`src/rtl/if_load_sequencer.sv`:
```
// Sequences map-major/address-minor reads through the 8-way feature ROM mux and streams words out.
// Optional IF_LOAD_PERF_EN adds a saturating stall_cnt output.
module if_load_sequencer #(
  parameter int DATA_W     = 64,
  parameter int ADDR_W     = 6,
  parameter int ROM_LAT    = 1,
  parameter int FIFO_DEPTH = 4
) (
  input  logic              clk,
  input  logic              rst_n,
  input  logic              start,
  input  logic [3:0]        num_maps,
  input  logic [ADDR_W:0]   words_per_map,
  output logic [2:0]        F,
  output logic [ADDR_W-1:0] rom_addr,
  output logic              rom_rd_en,
  input  logic [DATA_W-1:0] rom_data,
  output logic              out_valid,
  input  logic              out_ready,
  output logic [DATA_W-1:0] out_data,
  output logic [2:0]        out_map,
  output logic              out_last,
  output logic              busy,
  output logic              done
`ifdef IF_LOAD_PERF_EN
  ,
  output logic [15:0]       stall_cnt
`endif
);

  localparam int AW = $clog2(FIFO_DEPTH);
  localparam int CW = AW + 1;

  typedef enum logic [1:0] {IDLE, ISSUE, DRAIN, FIN} state_e;

  typedef struct packed {
    logic              last;
    logic [2:0]        map;
    logic [DATA_W-1:0] data;
  } entry_t;

  state_e              state_q, state_d;
  logic [3:0]          nmaps_q;
  logic [ADDR_W:0]     wpm_q;
  logic [2:0]          map_cnt_q, map_cnt_d;
  logic [ADDR_W-1:0]   word_cnt_q, word_cnt_d;
  logic [2:0]          f_q;
  logic [ADDR_W-1:0]   addr_q;
  logic                rd_en_q, last_q, busy_q;
  logic [ROM_LAT-1:0]  tag_vld_q, tag_last_q;
  logic [ROM_LAT-1:0][2:0] tag_map_q;
  logic [CW-1:0]       inflight_q, cnt_q;
  logic [AW-1:0]       wr_ptr_q, rd_ptr_q;
  entry_t              mem_q [FIFO_DEPTH];

  logic                idle, accept, issue, push, pop, credit_ok;
  logic                word_end, map_end, cur_last;
  logic [3:0]          nmaps_clamp, eff_nmaps;
  logic [ADDR_W:0]     eff_wpm;
  logic [2:0]          cur_map;
  logic [ADDR_W-1:0]   cur_word;
  entry_t              head, wr_entry;

  // In IDLE the first read is issued straight from the start inputs to save a cycle.
  assign idle        = (state_q == IDLE);
  assign accept      = idle && start;
  assign nmaps_clamp = (num_maps > 4'd8) ? 4'd8 : num_maps;
  assign eff_nmaps   = idle ? nmaps_clamp : nmaps_q;
  assign eff_wpm     = idle ? words_per_map : wpm_q;
  assign cur_map     = idle ? 3'd0 : map_cnt_q;
  assign cur_word    = idle ? '0 : word_cnt_q;
  assign word_end    = ({1'b0, cur_word} == (eff_wpm - (ADDR_W+1)'(1)));
  assign map_end     = ({1'b0, cur_map} == (eff_nmaps - 4'd1));
  assign cur_last    = word_end && map_end;
  assign credit_ok   = (({1'b0, cnt_q} + {1'b0, inflight_q}) < (CW+1)'(FIFO_DEPTH));

  assign push      = tag_vld_q[ROM_LAT-1];
  assign out_valid = (cnt_q != '0);
  assign pop       = out_valid && out_ready;
  assign head      = mem_q[rd_ptr_q];
  assign wr_entry  = '{last: tag_last_q[ROM_LAT-1], map: tag_map_q[ROM_LAT-1], data: rom_data};

  always_comb begin
    state_d    = state_q;
    issue      = 1'b0;
    map_cnt_d  = map_cnt_q;
    word_cnt_d = word_cnt_q;
    case (state_q)
      IDLE: begin
        if (start) begin
          if (nmaps_clamp == 4'd0 || words_per_map == '0) begin
            state_d = FIN;
          end else begin
            issue   = 1'b1;
            state_d = cur_last ? DRAIN : ISSUE;
          end
        end
      end
      ISSUE: begin
        if (credit_ok) begin
          issue = 1'b1;
          if (cur_last) state_d = DRAIN;
        end
      end
      DRAIN:   if (pop && head.last) state_d = FIN;
      FIN:     state_d = IDLE;
      default: state_d = IDLE;
    endcase
    if (issue) begin
      if (word_end) begin
        word_cnt_d = '0;
        map_cnt_d  = cur_map + 3'd1;
      end else begin
        word_cnt_d = cur_word + ADDR_W'(1);
        map_cnt_d  = cur_map;
      end
    end
  end

  always_ff @(posedge clk) begin
    if (!rst_n) begin
      state_q    <= IDLE;
      nmaps_q    <= '0;
      wpm_q      <= '0;
      map_cnt_q  <= '0;
      word_cnt_q <= '0;
      f_q        <= '0;
      addr_q     <= '0;
      rd_en_q    <= 1'b0;
      last_q     <= 1'b0;
      busy_q     <= 1'b0;
      tag_vld_q  <= '0;
      tag_last_q <= '0;
      tag_map_q  <= '0;
      inflight_q <= '0;
      cnt_q      <= '0;
      wr_ptr_q   <= '0;
      rd_ptr_q   <= '0;
    end else begin
      state_q    <= state_d;
      map_cnt_q  <= map_cnt_d;
      word_cnt_q <= word_cnt_d;
      if (accept) begin
        nmaps_q <= nmaps_clamp;
        wpm_q   <= words_per_map;
        busy_q  <= 1'b1;
      end else if (state_q == FIN) begin
        busy_q  <= 1'b0;
      end
      rd_en_q <= issue;
      if (issue) begin
        f_q    <= cur_map;
        addr_q <= cur_word;
        last_q <= cur_last;
      end
      // Tag rides alongside the ROM access so data lands with its map/last bits.
      tag_vld_q[0]  <= rd_en_q;
      tag_map_q[0]  <= f_q;
      tag_last_q[0] <= last_q;
      for (int i = 1; i < ROM_LAT; i++) begin
        tag_vld_q[i]  <= tag_vld_q[i-1];
        tag_map_q[i]  <= tag_map_q[i-1];
        tag_last_q[i] <= tag_last_q[i-1];
      end
      case ({issue, push})
        2'b10:   inflight_q <= inflight_q + CW'(1);
        2'b01:   inflight_q <= inflight_q - CW'(1);
        default: inflight_q <= inflight_q;
      endcase
      case ({push, pop})
        2'b10:   cnt_q <= cnt_q + CW'(1);
        2'b01:   cnt_q <= cnt_q - CW'(1);
        default: cnt_q <= cnt_q;
      endcase
      if (push) wr_ptr_q <= wr_ptr_q + AW'(1);
      if (pop)  rd_ptr_q <= rd_ptr_q + AW'(1);
    end
  end

  always_ff @(posedge clk) begin
    if (push) mem_q[wr_ptr_q] <= wr_entry;
  end

  assert property (@(posedge clk) disable iff (!rst_n) !(push && cnt_q == CW'(FIFO_DEPTH)));

  assign F         = f_q;
  assign rom_addr  = addr_q;
  assign rom_rd_en = rd_en_q;
  assign out_data  = out_valid ? head.data : '0;
  assign out_map   = out_valid ? head.map : 3'd0;
  assign out_last  = out_valid && head.last;
  assign busy      = busy_q;
  assign done      = (state_q == FIN);

`ifdef IF_LOAD_PERF_EN
  logic [15:0] stall_q;

  always_ff @(posedge clk) begin
    if (!rst_n) begin
      stall_q <= '0;
    end else if (accept) begin
      stall_q <= '0;
    end else if (busy_q && ((state_q == ISSUE && !credit_ok) || (out_valid && !out_ready))
                 && stall_q != 16'hFFFF) begin
      stall_q <= stall_q + 16'd1;
    end
  end

  assign stall_cnt = stall_q;
`endif

endmodule

```
`config.mk`:
```
export PLATFORM = sky130hd
export DESIGN_NAME = if_load_sequencer
export DESIGN_NICKNAME = d
export VERILOG_FILES = /design/src/rtl/if_load_sequencer.sv
export SDC_FILE = /design/constraint.sdc
export NUM_CORES = 1
export LEC_CHECK = 0
export ABC_AREA = 1
export CORE_AREA = 2 2 157 159
export CTS_BUF_LIST = sky130_fd_sc_hd__clkbuf_4 sky130_fd_sc_hd__clkbuf_8
export CTS_CLUSTER_SIZE = 12
export DETAILED_ROUTE_END_ITERATION = 8
export DIE_AREA = 0 0 159 161
export MAX_ROUTING_LAYER = met4
export PLACE_DENSITY = 0.79
export SYNTH_ARGS = -nofsm -noshare
export SYNTH_HDL_FRONTEND = slang
export SYNTH_SLANG_ARGS = --single-unit
```
`constraint.sdc`:
```
create_clock -name clk -period 4.8 [get_ports clk]
set_input_delay 0.48 -clock clk [delete_from_list [all_inputs] [get_ports clk]]
set_output_delay 0.48 -clock clk [all_outputs]
set_load 0.1 [all_outputs]
```
Word-level counts from Yosys, hierarchy flattened
Memories as Yosys holds them, arrays and structs flattened. A register that Yosys moved wholly into a read port is not among the register bits.
Index checks and enable logic that the tools add are counted.

word-level totals
  output and inout port bits = 81
  bits in writable memories = 272
  register bits after elaboration = 49
  bits of input ports = 79
  word-level logic and storage cells = 86
  memories kept = 1

cells by class
  muxes and demuxes = 28
  $lt $le $gt $ge = 2
  reductions and logical operators = 14
  $add $sub $neg = 11
  eq/ne operators = 13

memories
  name   depth  width  read ports  clocked after Yosys merged registers in  wr ports  line  text
  mem_q  4      68     1           1                                        1         54    entry_t mem_q [FIFO_DEPTH];

operator list
  cell                                                   count
  2-to-1 mux 64 bit                                      1
  2-to-1 mux 2 bit                                       8
  2-to-1 mux 6 bit                                       2
  case mux 3 bit (2 select lines)                        2
  adder 3 x 1 -> 3 bit (second input constant)           3
  2-to-1 mux 3 bit                                       3
  == test 2 bit (second input constant)                  4
  2-to-1 mux 4 bit                                       2
  != test 2 bit (second input constant)                  4
  case mux 2 bit (4 select lines)                        1
  == test 6 x 7 -> 1 bit                                 1
  zero test 7 bit                                        1
  2-to-1 mux 1 bit                                       7
  2-to-1 mux 7 bit                                       1
  subtractor 7 x 1 -> 7 bit (second input constant)      1
  adder 6 x 1 -> 6 bit (second input constant)           1
  == test 2 x 1 -> 1 bit (second input constant)         3
  nonzero test 2 bit                                     3
  subtractor 3 x 1 -> 3 bit (second input constant)      2
  logical AND 1 bit                                      5
  adder 2 x 1 -> 2 bit (second input constant)           2
  adder 3 x 3 -> 4 bit                                   1
  == test 3 x 4 -> 1 bit                                 1
  greater-than comparator 4 bit (second input constant)  1
  other kinds (8)                                        8

Logic depth before layout (Yosys ltp)
Gate-level depths: netlist of run 1.

  depth in word-level cells = 10
  depth in mapped cells = 23
  gate-level depth less buffers = 21

Worst setup path after synthesis of run 1
Ideal clock, no wire load.

  path type = flip-flop to output port
  start point = reg with a tool-made name
  end point = out out_data[10]
  arrival = 2.829 ns
  data required time = 4.320 ns
  path buffers = 3
  stages on the path, launching flop included = 8
  slack = 1.491 ns
  cell sequence = dfxtp_1 > clkbuf_1 > clkbuf_1 > buf_1 > nor2_1 > nor2_1 > o21ai_0 > a21oi_1

RTL lines
  element    line  text
  to (decl)  20    output logic [DATA_W-1:0] out_data,

==> results.toml, run 1 <==
[run_status]
status = "finished, final reports clean"

[layout]
fillers = 1767
fin_cells = 1737
drive_gt1_share_pct = 10.3
regArea_um2 = 9190
syn_to_final_growth_pct = 21.4
multi_input_area_um2 = 3520
nets = 1474

[clock_tree]
cts-resized-gates = 0
cts_buffers = 50
cts_setup_buffers = 0
cts.clk_slew.worst_paths_ns = 0.07
htree_num_levels = 2
root_buffer = "clkbuf_8"
cts_tree = "done"
cts.sinks = 323
clock_path_buffers = 3
postCtsHoldBufs = 0
clk_latency_ns = 0.55

[min_path]
whs_path_depth = 2
min_to = "push"
hp-start = "rom_rd_en"
min-delay-path-class = "reg -> reg"

[power_and_ir_drop]
irDropWorstVdd_uv = 686
power_leakage_uw = 0.00588
powerDensity_nw_per_um2 = 641

[worst_setup_path]
worstSetupPathType = "reg -> out"
worstPathArrival_ns = 3.26
r2r_slack_ns = 1.17
reg2reg_to = "inflight_q[2]"
crit_required_ns = 4.32
endpoint_kind = "primary output"
slowest_delay_ns = 1.02
r2r-start = "state_q[0]"
slowest_stage = "clkdlybuf4s50_1"
crit_chain = "inv_2 -> buf_4 -> nor2_1 -> o21ai_0 -> a21oi_1 -> clkdlybuf4s50_1"
reg2regPathDepth = 14
crit_fanout = 35
start_kind = "flip-flop"

[timing]
grt_setup_unrepaired = "false"
maxSlewHeadroom_pct = 27.6
finalCritPeriodShare_pct = 77.8
layout_min_cycle_time_ns = 3.74
setup_viol = 0
max_freq_mhz = 268
drv_slew = 0
setup-tns-final_ns = 0
timing_hold_violations_final = 0
clock_skew_ns = 0.0238
tightest_slew_ns = 1.08

[placement]
dp_cells = 1649
numPortBuffers = 159
dp_hpwl_um = 16600
globalplace.congestion = 0.863

[synthesis]
syn_inst = 1217
synth-seq-area-share_pct = 69.3
ys_ff_latch = 323
synth.distinct_cells = 34
synth_top_cell_by_area = "edfxtp_1"
synth_top_area_share_pct = 61.6
synthTopCellsByArea = "edfxtp_1 62%, nor2_1 8.6%, dfxtp_1 7.7%"
synth_nets = 1314
netlist_area_um2 = 13300
avgSynthCellArea_um2 = 10.9
yosysWarnings = 0

[grt]
grt_overflow_total = 0
grt_first_pass_wirelength_um = 45500
antenna_found_initial = 2
first_global_vias = 9225
grtUsageTotal_pct = 22.8
grt_max_degree = 137

[routing]
wl_um = 28800
vias_per_cell = 5.37
antenna_left = 0
first_pass_iters = 6
via_count = 9320
wl_per_cell_um = 16.6
drt_iter0_drc = 745
drc = 0

[floorplanning]
die-area_um2 = 25600
initial_core_util_pct = 55.3
dieHeight_um = 161
num_rows = 57
io-pin-count = 160
coreArea_um2 = 24000
die_w_um = 159

[job]
drv_cap = 0
==> Yosys cell counts <==
master and n:
nand4_1 4, a211oi_1 3, buf_1 16, nor3_1 2, nor4_1 1, inv_1 67, a21oi_1 95, nand3_1 32
dfxtp_1 51, edfxtp_1 272, clkinv_1 4, a22oi_1 4, nor2_1 304, clkbuf_1 39, a32o_1 1, fa_1 2
nand3_2 3, nand2_2 7, inv_6 1, buf_8 1, xor2_1 2, buf_6 2, buf_2 5, ha_1 16
o31ai_1 1, a21oi_2 1, or2_2 1, nand2_1 104, o21ai_1 1, o21ai_0 167, o22ai_1 4, nand3b_1 1
nor2_2 2, xnor2_1 1
==> kinds of logic after synthesis <==
kind of cell | Yosys count | share of synthesized area, %
compound gates | 277 | 10.7
xor+xnor | 3 | 0.198
fa+ha+maj | 18 | 1.81
buf+inv | 135 | 4.11
flops | 323 | 69.3
simple gates | 461 | 13.8
==> per-stage QoR <==
stage,power [uW],setup WS (ns),hold WS [ns],area (um2),util [%]
finish,10300,1.06,0.457,16100,67.1
detailed placement,7980,1.20,0.451,15000,62.8
floorplan,6940,1.49,0.405,13300,-
CTS,10400,0.977,0.454,16100,67.1
global route,10700,0.787,0.486,16100,67.1
global placement,7930,1.40,0.443,15000,62.8
==> placed cells by master (no fill, tap or decap), types with 2 or more instances in the layout <==
cell type          n
a21oi_1           95
clkinv_2          13
clkbuf_4          11
clkdlybuf4s50_1  127
clkinv_1          11
inv_6              2
ha_1              16
nand2_1          104
buf_4             41
edfxtp_1         272
clkbuf_8          50
diode_2            2
nand4_1            4
o21ai_0          167
buf_12             3
nand3_2            3
bufinv_16          6
a211oi_1           3
nor2_2             2
o22ai_1            4
nand2_2            7
dfxtp_1           49
nor2_1           304
a22oi_1            4
inv_1             63
xor2_1             2
nand3_1           32
fa_1               2
==> layer usage <==
metal	part of all wire, %	track usage (%)	up-vias
li1	-	-	4524
met1	42	28.5	4428
met5	0	-	-
met4	2.7	7.64	0
met3	5.9	3.75	63
met2	50	38.4	305
==> sequential cells by signal (all words and copies together), names as in the netlist, 4 cells and up, named ones only <==
signal,cells
wpm_q,7
nmaps_q,4
mem_q,272
word_cnt_q,6
rom_addr,6
==> worst max-delay path: cells and delay by family (launching register included) <==
family                 cells  cell delay, ns
buffers and inverters      3            2.07
flip-flops                 1            0.32
AO/OA/AOI/OAI              2            0.18
AND/OR/NAND/NOR            1            0.11
==> power by group <==
group          switching (uW)  total, uW  leakage (uW)  internal, uW
Sequential               88.8       3350       0.00288          3260
Clock                    1010       2390      0.000545          1380
Combinational            3600       4580       0.00246           973
==> how the worst max path moves through the flow <==
stage               start             to  slack, ns  cells past startpoint
4_1_cts         flip-flop   out_data[42]       0.98                      6
2_1_floorplan   flip-flop   out_data[10]       1.49                      7
6_report        flip-flop   out_data[42]       1.06                      6
3_3_place_gp   state_q[0]  inflight_q[1]       1.40                     13
3_5_place_dp   state_q[0]  inflight_q[2]       1.20                     14
5_1_grt        state_q[1]  inflight_q[2]       0.79                     14
==> final cells by class <==
type                       count  area share (%)
inverter                      72            1.75
timing repair buffer         171            10.2
antenna                        2          0.0311
multi-input combinational    759            21.9
clock inverter                25            1.68
sequential                   323            57.1
clock buffer                  61            4.79
tap                          324            2.52
Note: power is estimated with default switching activity, not from simulation.
==> inputs of run 2 (changes only) <==
clock period = 3.6 ns   (was 4.8 ns; I/O delays follow)
==> results.toml, run 2 (synthesis gave the netlist of run 1 again) <==
[layout]
largest_register_ffs = 272
final_common_cell = "nor2_1"
num_antenna_cells = 0
largest_registers = "mem_q: 272 flops, wpm_q: 7 flops"
nets = 1477
syn_to_final_growth_pct = 24.1
final_util_pct = 68.6
stdcell_area_um2 = 16400
largest-register = "mem_q"
drive_gt1_share_pct = 13.7
mostFrequentLayoutCells = "304 x nor2_1, 272 x edfxtp_1, 167 x o21ai_0"
fin_cells = 1743

[timing]
setup-tns-final_ns = 0
drv_slew = 0
timing_hold_violations_final = 0
layout_min_cycle_time_ns = 3.08
finalCritPeriodShare_pct = 85.6
tightest_slew_ns = 0.998
max_freq_mhz = 324
maxSlewHeadroom_pct = 33.3
setup_viol = 0
grt_setup_unrepaired = "false"
clock_skew_ns = 0.0197

[placement]
numPortBuffers = 159
placed_cell_area_um2 = 15500
dp_cells = 1653
globalplace.congestion = 0.863
dp_hpwl_um = 16800

[worst_setup_path]
start_kind = "flip-flop"
endpoint_kind = "primary output"
crit_required_ns = 3.24
slowest_delay_ns = 0.70
crit_chain = "buf_4 -> nor2_1 -> nor2_1 -> o21ai_0 -> a21oi_1 -> buf_4"
worstPathArrival_ns = 2.72
worstSetupPathType = "reg -> out"
slowest_stage = "dfxtp_4"
crit_fanout = 47

[job]
drv_cap = 0

[power_and_ir_drop]
powerDensity_nw_per_um2 = 857
irDropWorstVdd_uv = 843
p_total_uw = 14100
power_leakage_uw = 0.00608

[clock_tree]
cts.sinks = 323
cts-resized-gates = 0
cts.clk_slew.worst_paths_ns = 0.06
postCtsHoldBufs = 0
htree_num_levels = 2
cts_tree = "done"
cts_buffers = 49
clock_path_buffers = 3
clk_latency_ns = 0.55
root_buffer = "clkbuf_8"
cts_setup_buffers = 0

[routing]
drc = 0
via_count = 9265
antenna_left = 0
first_pass_iters = 5
wl_um = 28600
vias_per_cell = 5.32
wl_per_cell_um = 16.4
drt_iter0_drc = 800

[grt]
grt_first_pass_wirelength_um = 45200
antenna_found_initial = 0
grtUsageTotal_pct = 22.9
grt_overflow_total = 0
first_global_vias = 9228
grt_max_degree = 137

[min_path]
min-delay-path-class = "in -> reg"

[run_status]
status = "finished, final reports clean"

[floorplanning]
die-area_um2 = 25600
die_w_um = 159
io-pin-count = 160
num_rows = 57
initial_core_util_pct = 55.3
coreArea_um2 = 24000
dieHeight_um = 161
run 2: cell types whose count changed in the layout (fill, tap and decap cells not counted), sizes merged:
cell and delta:
clkdlybuf4s50 -37, clkbuf +5, clkinv +4, clkinvlp -1
buf +41, bufinv -4, diode -2
run 2: power by group:
part	internal [uW]	total [uW]	switching, uW	leakage, uW
clock network	1630	2980	1350	0.000539
logic	1730	6600	4870	0.00267
registers	4350	4520	169	0.00288
run 2: path summary, 6_finish.rpt:
| path | slack, ns | startpoint | cells past startpoint | to |
|---|---|---|---|---|
| setup / recovery | 0.52 | flip-flop | 6 | out_data[12] |
| hold reg to reg | 0.46 | rd_ptr_q[1] | 2 | flip-flop |
| setup reg to reg | 0.77 | state_q[0] | 20 | state_q[0] |
| hold / removal | 0.42 | words_per_map[6] | 3 | wpm_q[6] |
run 2: through the flow:
| stage | hold slack [ns] | worst slack, ns |
|---|---|---|
| finish | 0.415 | 0.518 |
| global route | 0.414 | 0.281 |
| CTS | 0.392 | 0.455 |
| detailed placement | 0.449 | 0.696 |
| global placement | 0.442 | 0.750 |
| floorplan | 0.405 | 0.411 |
run 2: area by class of cell:
class / instances / area (um2)
fill: 1741 / 7520
sequential: 323 / 9190
multi-input combinational: 759 / 3520
timing repair buffer: 175 / 2050
tap: 324 / 405
clock buffer: 66 / 815
clock inverter: 24 / 171
inverter: 72 / 282
run 2: worst max-delay path, delay by kind of cell, from the launching register on:
family	cells	cell delay (ns)
AO/OA/AOI/OAI	2	0.34
flip-flops	1	0.70
buffers and inverters	2	0.85
AND/OR/NAND/NOR	2	0.27
run 2: metal layers:
| layer | share of wire, % | GRT usage [%] |
|---|---|---|
| met5 | 0 | - |
| met4 | 2.3 | 8.02 |
| met3 | 6.4 | 3.93 |
| met2 | 51 | 39.7 |
| met1 | 40 | 27.4 |
==> inputs of run 3 (changes only) <==
PLACE_DENSITY = 0.89   (was 0.79)
==> results.toml, run 3 (synthesis gave the netlist of run 1 again) <==
[timing]
setup-tns-final_ns = 0
grt_setup_unrepaired = "false"
max_freq_mhz = 353
maxSlewHeadroom_pct = 33.3
clock_skew_ns = 0.0278
setup_viol = 0
timing_hold_violations_final = 0
tightest_slew_ns = 0.997
drv_slew = 0
setup_ws_ns = 0.766
finalCritPeriodShare_pct = 78.7
layout_min_cycle_time_ns = 2.83

[power_and_ir_drop]
powerDensity_nw_per_um2 = 848
power_leakage_uw = 0.00597
irDropWorstVdd_uv = 591
p_total_uw = 13600

[worst_setup_path]
crit_required_ns = 4.06
start_kind = "flip-flop"
worstPathArrival_ns = 3.29
endpoint_kind = "flip-flop"
reg2regPathDepth = 20
crit_fanout = 26
worstSetupPathType = "reg -> reg"

[layout]
largest_registers = "mem_q: 272 flops, wpm_q: 7 flops"
regArea_um2 = 9190
final_common_cell = "nor2_1"
syn_to_final_growth_pct = 20.8
fillers = 1714
nets = 1477
mostFrequentLayoutCells = "304 x nor2_1, 272 x edfxtp_1, 167 x o21ai_0"
multi_input_area_um2 = 3520
num_antenna_cells = 0
fin_cells = 1744
drive_gt1_share_pct = 13.4
final_util_pct = 66.8
largest-register = "mem_q"
largest_register_ffs = 272

[clock_tree]
cts_tree = "done"
cts.sinks = 323
cts.clk_slew.worst_paths_ns = 0.06
cts-resized-gates = 0
clock_path_buffers = 3
cts_buffers = 50
root_buffer = "clkbuf_8"
postCtsHoldBufs = 0
clk_latency_ns = 0.55
htree_num_levels = 2
cts_setup_buffers = 0

[floorplanning]
coreArea_um2 = 24000
num_rows = 57
die_w_um = 159
initial_core_util_pct = 55.3
die-area_um2 = 25600
dieHeight_um = 161
io-pin-count = 160

[grt]
grt_max_degree = 137
first_global_vias = 9138
antenna_found_initial = 0
grt_first_pass_wirelength_um = 45400
grtUsageTotal_pct = 22.8
grt_overflow_total = 0

[run_status]
status = "finished, final reports clean"

[routing]
vias_per_cell = 5.35
wl_per_cell_um = 16.7
drc = 0
wl_um = 29100
antenna_left = 0
drt_iter0_drc = 727
via_count = 9335
first_pass_iters = 5

[placement]
numPortBuffers = 159
place_ws_ns = 0.607
dp_cells = 1652
globalplace.congestion = 0.838
dp_hpwl_um = 16800

[min_path]
min-delay-path-class = "in -> reg"
whs_path_depth = 3

[job]
drv_cap = 0
==> run 3: cell types whose count changed in the layout (fill, tap and decap cells not counted), moves of 4 or more <==
| cell | delta |
|---|---|
| clkbuf_4 | +9 |
| clkinv_2 | -12 |
| clkinv_1 | +4 |
| buf_4 | +35 |
| buf_12 | -37 |
==> run 3: final timing paths <==
path	start	to	slack, ns
worst max-delay path	state_q[0]	state_q[0]	0.77
worst max register to register	state_q[0]	state_q[0]	0.77
worst min-delay path	words_per_map[4]	wpm_q[4]	0.43
worst min register to register	rd_ptr_q[1]	flip-flop	0.46
==> run 3: layout make-up <==
class	instances	share of cell area (%)
clock buffer	76	5.60
clock inverter	16	0.789
inverter	72	1.76
multi-input combinational	759	22.0
sequential	323	57.4
tap	324	2.53
timing repair buffer	174	9.89
==> run 3: power by group <==
| group | total, uW | internal (uW) | switching [uW] |
|---|---|---|---|
| combinational | 6040 | 1220 | 4820 |
| sequential | 4470 | 4350 | 120 |
| clock | 3070 | 1730 | 1340 |
==> run 3: metrics by stage <==
step	cell area, um2	hold WS, ns
finish	16000	0.427
global route	16000	0.416
CTS	16000	0.402
detailed placement	15000	0.440
global placement	15000	0.441
floorplan	13300	0.405
==> run 3: critical path: stages (launching register included) <==
cell and delay [ns]:
dfxtp_1 0.35, inv_1 0.08, ha_1 0.22, buf_4 0.23, inv_6 0.20, nand2_1 0.10, nand2_1 0.08, inv_1 0.06
ha_1 0.31, nand3b_1 0.15, nand2_1 0.07, nand3_1 0.08, nor2_1 0.11, nand2_1 0.05, nor2_1 0.12, nand3_2 0.13
nand2_1 0.10, nand3_2 0.09, nand2_1 0.07, nand2_1 0.04, nor2_1 0.11
==> run 3: per-layer routing <==
metal	share of wire [%]	vias up	global-route usage [%]
met5	0	-	-
met4	2.6	0	7.27
met3	6.3	60	3.98
li1	-	4535	-
met1	42	4423	28.3
met2	49	317	38.7
